--- config.mk ---
export PLATFORM = sky130hd
export DESIGN_NAME = systolic_skew_feeder
export DESIGN_NICKNAME = d
export VERILOG_FILES = /design/src/rtl/systolic_skew_feeder.sv
export SDC_FILE = /design/constraint.sdc
export NUM_CORES = 2
export LEC_CHECK = 0
export ABC_AREA = 1
export CORE_UTILIZATION = 60
export DETAILED_ROUTE_END_ITERATION = 10
export PLACE_DENSITY = 0.84
export SLEW_MARGIN = 15
export SYNTH_ARGS = -nofsm -noshare
export SYNTH_HDL_FRONTEND = slang
export SYNTH_SLANG_ARGS = --single-unit
--- constraint.sdc ---
create_clock -name clk -period 5.3 [get_ports clk]
set_clock_uncertainty 0.05 [all_clocks]
set_input_delay 1.06 -clock clk [delete_from_list [all_inputs] [get_ports clk]]
set_output_delay 1.06 -clock clk [all_outputs]
set_load 0.005 [all_outputs]
--- src/rtl/systolic_skew_feeder.sv ---
// systolic_skew_feeder: accepts matrix A column by column and emits diagonally skewed lanes plus step enable for systolic_array
module systolic_skew_feeder #(
  parameter int N_MAX  = 16,
  parameter int DATA_W = 16
) (
  input  logic                    clk,
  input  logic                    reset_n,
  input  logic                    start,
  input  logic [5:0]              matrix_N,
  input  logic                    in_valid,
  output logic                    in_ready,
  input  logic [N_MAX*DATA_W-1:0] col_in,
  output logic [N_MAX*DATA_W-1:0] a_out,
  output logic                    arr_en,
  output logic                    busy,
  output logic                    done
);
  localparam int NW = $clog2(N_MAX + 1);
  typedef enum logic [1:0] {IDLE, FEED, DRAIN} state_t;
  state_t state_q, state_d;
  logic [NW-1:0] nr_q, nr_d, cnt_q, cnt_d;
  logic fin_q, fin_d, done_q, arr_en_q, go, adv;
  always_comb begin
    go = state_q == IDLE && !fin_q && start && matrix_N != 6'd0;
    adv = (state_q == FEED && in_valid) || state_q == DRAIN;
    state_d = state_q;
    nr_d = nr_q;
    cnt_d = cnt_q;
    fin_d = 1'b0;
    if (go) begin
      state_d = FEED;
      nr_d = matrix_N > 6'(N_MAX) ? NW'(N_MAX) : NW'(matrix_N);
      cnt_d = '0;
    end else if (state_q == FEED && in_valid) begin
      cnt_d = cnt_q == nr_q - NW'(1) ? '0 : cnt_q + NW'(1);
      state_d = cnt_q != nr_q - NW'(1) ? FEED : nr_q == NW'(1) ? IDLE : DRAIN;
      fin_d = cnt_q == nr_q - NW'(1) && nr_q == NW'(1);
    end else if (state_q == DRAIN) begin
      fin_d = cnt_q == nr_q - NW'(2);
      cnt_d = fin_d ? '0 : cnt_q + NW'(1);
      state_d = fin_d ? IDLE : DRAIN;
    end
  end
  always_ff @(posedge clk) begin
    if (!reset_n) begin
      state_q <= IDLE;
      nr_q <= '0;
      cnt_q <= '0;
      fin_q <= 1'b0;
      done_q <= 1'b0;
      arr_en_q <= 1'b0;
    end else begin
      state_q <= state_d;
      nr_q <= nr_d;
      cnt_q <= cnt_d;
      fin_q <= fin_d;
      done_q <= fin_q;
      arr_en_q <= adv;
    end
  end
  for (genvar i = 0; i < N_MAX; i++) begin : g_lane
    logic [DATA_W-1:0] sr_q [i+1];
    logic [DATA_W-1:0] sr_d [i+1];
    logic [DATA_W-1:0] din;
    assign din = state_q == FEED && NW'(i) < nr_q ? col_in[i*DATA_W +: DATA_W] : '0;
    always_comb begin
      sr_d = sr_q;
      if (go) begin
        sr_d = '{default: '0};
      end else if (adv) begin
        sr_d[0] = din;
        for (int j = 1; j <= i; j++) sr_d[j] = sr_q[j-1];
      end
    end
    always_ff @(posedge clk) begin
      if (!reset_n) sr_q <= '{default: '0};
      else sr_q <= sr_d;
    end
    assign a_out[i*DATA_W +: DATA_W] = sr_q[i];
  end
  assign in_ready = state_q == FEED;
  assign arr_en = arr_en_q;
  assign busy = state_q != IDLE || fin_q;
  assign done = done_q;
endmodule

**Yosys cells after proc, flatten, opt, wreduce, memory -nomap -nowiden**

Index checks and enable logic that the tools add are counted.

- Flip-flop bits (word level): 2191
- Latch bits: 0
- Memory bits (writable): 0
- Bits in read-only memories: 0
- Input bits: 266
- Output and inout port bits: 260
- Logic and storage cells: 229
- Memories kept: 0

- $add $sub $neg: 3
- Multiply operators: 0
- Div/mod/pow operators: 0
- Order comparisons: 17
- Eq/ne operators: 6
- Shift operators: 0
- Muxes and demuxes: 29
- Bitwise gates (word level): 1
- Reduce and logical (&&, ||, !) cells: 30

Operator list:

| cell | number |
|---|---|
| $mux 16 | 16 |
| $lt 4x5->1 const A | 8 |
| $mux 5 | 5 |
| $logic_and 1x1->1 | 21 |
| $lt 3x5->1 const A | 4 |
| $eq 5x5->1 | 2 |
| $lt 1x5->1 const A | 2 |
| $lt 2x5->1 const A | 2 |
| $mux 2 | 5 |
| $gt 6x5->1 const B | 1 |
| $reduce_bool 6->1 | 1 |
| $add 5x1->5 const B | 1 |
| $eq 5x1->1 const B | 1 |
| $ne 5x5->1 | 1 |
| $sub 5x1->5 const B | 1 |
| $sub 5x2->5 const B | 1 |
| $reduce_bool 2->1 | 2 |
| $mux 1 | 3 |
| $reduce_bool 3->1 | 1 |
| $eq 2x1->1 const B | 1 |
| $eq 2x2->1 const B | 1 |
| $logic_not 2->1 | 1 |
| $logic_or 1x1->1 | 2 |
| $reduce_or 2->1 | 1 |
| 2 further kinds | 2 |

**Depth between registers and ports, before layout**

- Depth in word-level cells: 6
- Depth in mapped cells: 12

**Worst setup path before layout**

Ideal clock, no wire load.

- Path kind: input -> register
- Start: input port matrix_N[5]
- End: register cnt_q[0]
- Library setup time: 0.065 ns
- Data arrival time: 2.097 ns
- Slack: 3.087 ns
- Stages: 9
- Buffers on the path: 2
- Cells stage by stage: nor2_1 -> nand4_1 -> nand2_1 -> nand2_1 -> buf_2 -> inv_1 -> buf_1 -> nand2_1 -> nor2_1

- Word-level cells in the longest chain between the ends: 3

RTL lines:

| item | RTL line | text |
|---|---|---|
| start, declared | 9 | `input logic [5:0] matrix_N,` |
| $reduce_bool 6->1 | 24 | `go = state_q == IDLE && !fin_q && start && matrix_N != 6'd0;` |
| $logic_and 1x1->1 | 24 |  |
| $reduce_or 2->1 (no line) | -- |  |
| end signal, assigned | 55 | `cnt_q <= cnt_d;` |
| end, declared | 21 | `logic [NW-1:0] nr_q, nr_d, cnt_q, cnt_d;` |

Every way passes these cells.
A chain may end at the register's enable or synchronous reset.

**Worst setup path after layout**

- Start: register state_q[0]
- End: output port in_ready

- Word-level cells in the longest chain between the ends: 1

RTL lines:

| item | RTL line | text |
|---|---|---|
| start, declared | 20 | `state_t state_q, state_d;` |
| start signal, assigned | 53 | `state_q <= state_d;` |
| $eq 2x1->1 | 81 | `assign in_ready = state_q == FEED;` |
| end, declared | 11 | `output logic in_ready,` |

Every way passes these cells.

==> results.toml <==
[clock_network]
path_clk_slew_ps = 60
numCtsBuffers = 206
cts_tree = "built"
ctsResizeCount = 0
h-tree-depth = 4
clk_latency_ps = 810
post_cts_buffers = 0
cts_root_buffer = "clkbuf_16"
cts.sinks = 2191
cts_hold_buf = 0
clk_path_buf_depth = 3

[timing]
fmax_ghz = 0.3110
setup_viol = 0
tns_ps = 0
period_share_pct = 60.66
final_max_slew_viol_count = 0
period_needed_ps = 3215
worstMarginPinSlew_ps = 1278
finalHoldViolations = 0
rsz0062_at_grt = "no"
slew-limit-headroom_pct = 14.79
setup_slack_ps = 2085

[global_routing]
grtUsageTotal_pct = 24.89
grt_max_degree = 269
grt-ovfl-total = 0
grt_pass1_vias = 56430
antenna_found_initial = 39
grt_pass1_wl_um = 275500

[floorplan]
core_area_sq_um = 127800
ioPinCount = 526
start_util_pct = 60.68
fp.dieH_um = 361.6
fp.dieW_um = 361.6
die_area_sq_um = 130700
row_count = 131

[logic_synthesis]
synth-xor-area-share_pct = 0.06774
ys_seq_area_share_pct = 56.54
synthSimpleGateAreaFrac_pct = 21.75
synth_top_family_by_area = "simple AND/OR/NAND/NOR gates"
yosys.area.top_type_share_pct = 56.54
synth_fa_ha_area_share_pct = 0.1452
synth_mux_area_share_pct = 0.01290
synth_edf_count = 0
synth-seq-cells = 2191
postSynthCellCount = 9878
synth_warnings = 0
async_reset_ff_share_pct = 0
synth_top_cell_by_area = "dfxtp_1"
synth_compound_area_share_pct = 14.48
syn_area_sq_um = 77580
synth_top_flop_cell = "dfxtp_1"
ys_top_cells_by_area = "dfxtp_1 57%, nand2_1 20%, a21oi_1 14%"
synth.distinct_cells = 31
synth_top_cells_by_count = "4178 x nand2_1, 2191 x dfxtp_1, 2176 x a21oi_1, 509 x buf_2, 255 x buf_4"
avgSynthCellArea_sq_um = 7.854
synth_fp_nets = 10150
yosysMostFrequentCell = "nand2_1"

[placement]
dp_slack_ps = 1443
placed_cells_incl_taps = 11170
postPlaceCellArea_sq_um = 80760
dp_hpwl_um = 99830
place.gp.congestion = 0.8240
portBuffers = 525

[worst_setup_path]
timing_worst_setup_path_type = "register to primary output"
cp_data_arrival_time_ps = 2110
endpoint_kind = "primary output"
regToRegSetupSlack_ps = 2320
crit_fanout = 6
start_kind = "register"
critPathRequiredTime_ps = 4190

[pwr]
combPwrFrac_pct = 6.4
total_leakage_power_nw = 27.16
peakVddDrop_v = 0.0003265
power_mw = 33.61
power.density_nw_per_um2 = 382.8
sw_frac_of_total_pct = 23.44
seq_power_share_pct = 49.2
pwr-share-clk_pct = 44.4
intPower_mw = 25.73
p_sw_mw = 7.880

[detailed_routing]
drt-initial-drc-count = 5827
drt_first_pass_iters = 8
avgViaCountPerCell = 5.324
vias = 61610
drcViolationCount = 0
wl_per_cell_um = 14.65
ant_nets = 0
wl_um = 169600

[final_layout]
drive_above_1_share_pct = 4.389
nets = 9992
final_area_sq_um = 87810
fillers = 9764
syn2layout_area_growth_pct = 13.18
fin_cells = 11570

[worst_hold_path]
hold_class = "register to register"

[outcome]
status = "completed"

[run]
drv_cap = 0
## path summary, 6_finish.rpt
check / start / to / cells after the start
hold / removal: fin_q$_SDFF_PP0_ / done$_SDFF_PN0_ / 2
setup reg to reg: state_q[1]$_SDFFE_PP0P_ / g_lane[5].sr_q[33]$_SDFFE_PP0P_ / 9
setup / recovery: state_q[0]$_SDFFE_PN0P_ / in_ready / 3
hold reg to reg: fin_q$_SDFF_PP0_ / done$_SDFF_PN0_ / 2
## final cells by class
class	count	area (sq um)	share of cell area, %
timing repair buffer	608	6341	7.222
multi-input combinational	6673	28330	32.27
tap	1662	2079	2.368
antenna	21	52.55	0.05985
sequential	2191	43860	49.95
clock buffer	315	6201	7.062
clock inverter	64	790.8	0.9006
inverter	37	146.4	0.1667
## cell usage in the layout, fill, tap and decap left out, types with 9 or more instances in the layout
cell type	netlist	final
clkinv_2	0	34
nor2_1	66	62
buf_4	255	46
buf_12	0	37
diode_2	0	21
clkbuf_1	181	51
dfxtp_1	2191	2191
o21ai_0	41	41
nand3_1	168	168
bufinv_16	0	14
a21oi_1	2176	2176
clkdlybuf4s50_1	0	525
inv_1	32	32
clkbuf_8	0	53
clkbuf_16	0	211
ha_1	9	9
nand2_1	4178	4177
## state kept, by name, indices dropped and copies added, names as in the netlist
signal / count
a_out: 240
arr_en: 1
cnt_q: 5
done: 1
fin_q: 1
g_lane.sr_q: 1936
nr_q: 5
state_q: 2
## worst max-delay path, cell delays in order, from the launching register on
cell,delay (ps)
dfxtp_1,410
nand2_4,150
inv_2,150
clkdlybuf4s50_1,600
## stage by stage
step	hold slack [ps]	utilization, %
floorplan	357.1	-
global placement	383.7	63.17
detailed placement	381.9	63.17
CTS	393.3	68.64
global route	412.9	68.68
finish	391.6	68.68
## power by group through the flow
stage                     sequential (mW)  combinational (mW)  clock, mW
after global routing                 16.5                2.34       15.9
after detailed placement             16.9                2.14          0
after global placement               16.9                2.13          0
final                                16.5                2.15       14.9
after CTS                            16.5                2.14       15.2
after floorplan                      16.9                1.62          0
## cells by family (layout without fill, tap and decap cells)
group,after synthesis,after routing
muxes,1,1
AOI/OAI and AO/OA,2234,2234
xor gates and xnor gates,6,6
and+or+nand+nor,4423,4423
DFF,2191,2191
buffers and inverters,1014,1024
other,0,21
adders and majority gates,9,9
## per-layer routing
metal	up-vias	part of all wire, %	track usage (%)
li1	31110	-	-
met1	28860	43	31.94
met2	1287	48	40.84
met3	311	5.9	5.745
met4	34	2.9	9.280
met5	-	0.12	0
No activity file was read; power rests on OpenSTA's default activity.
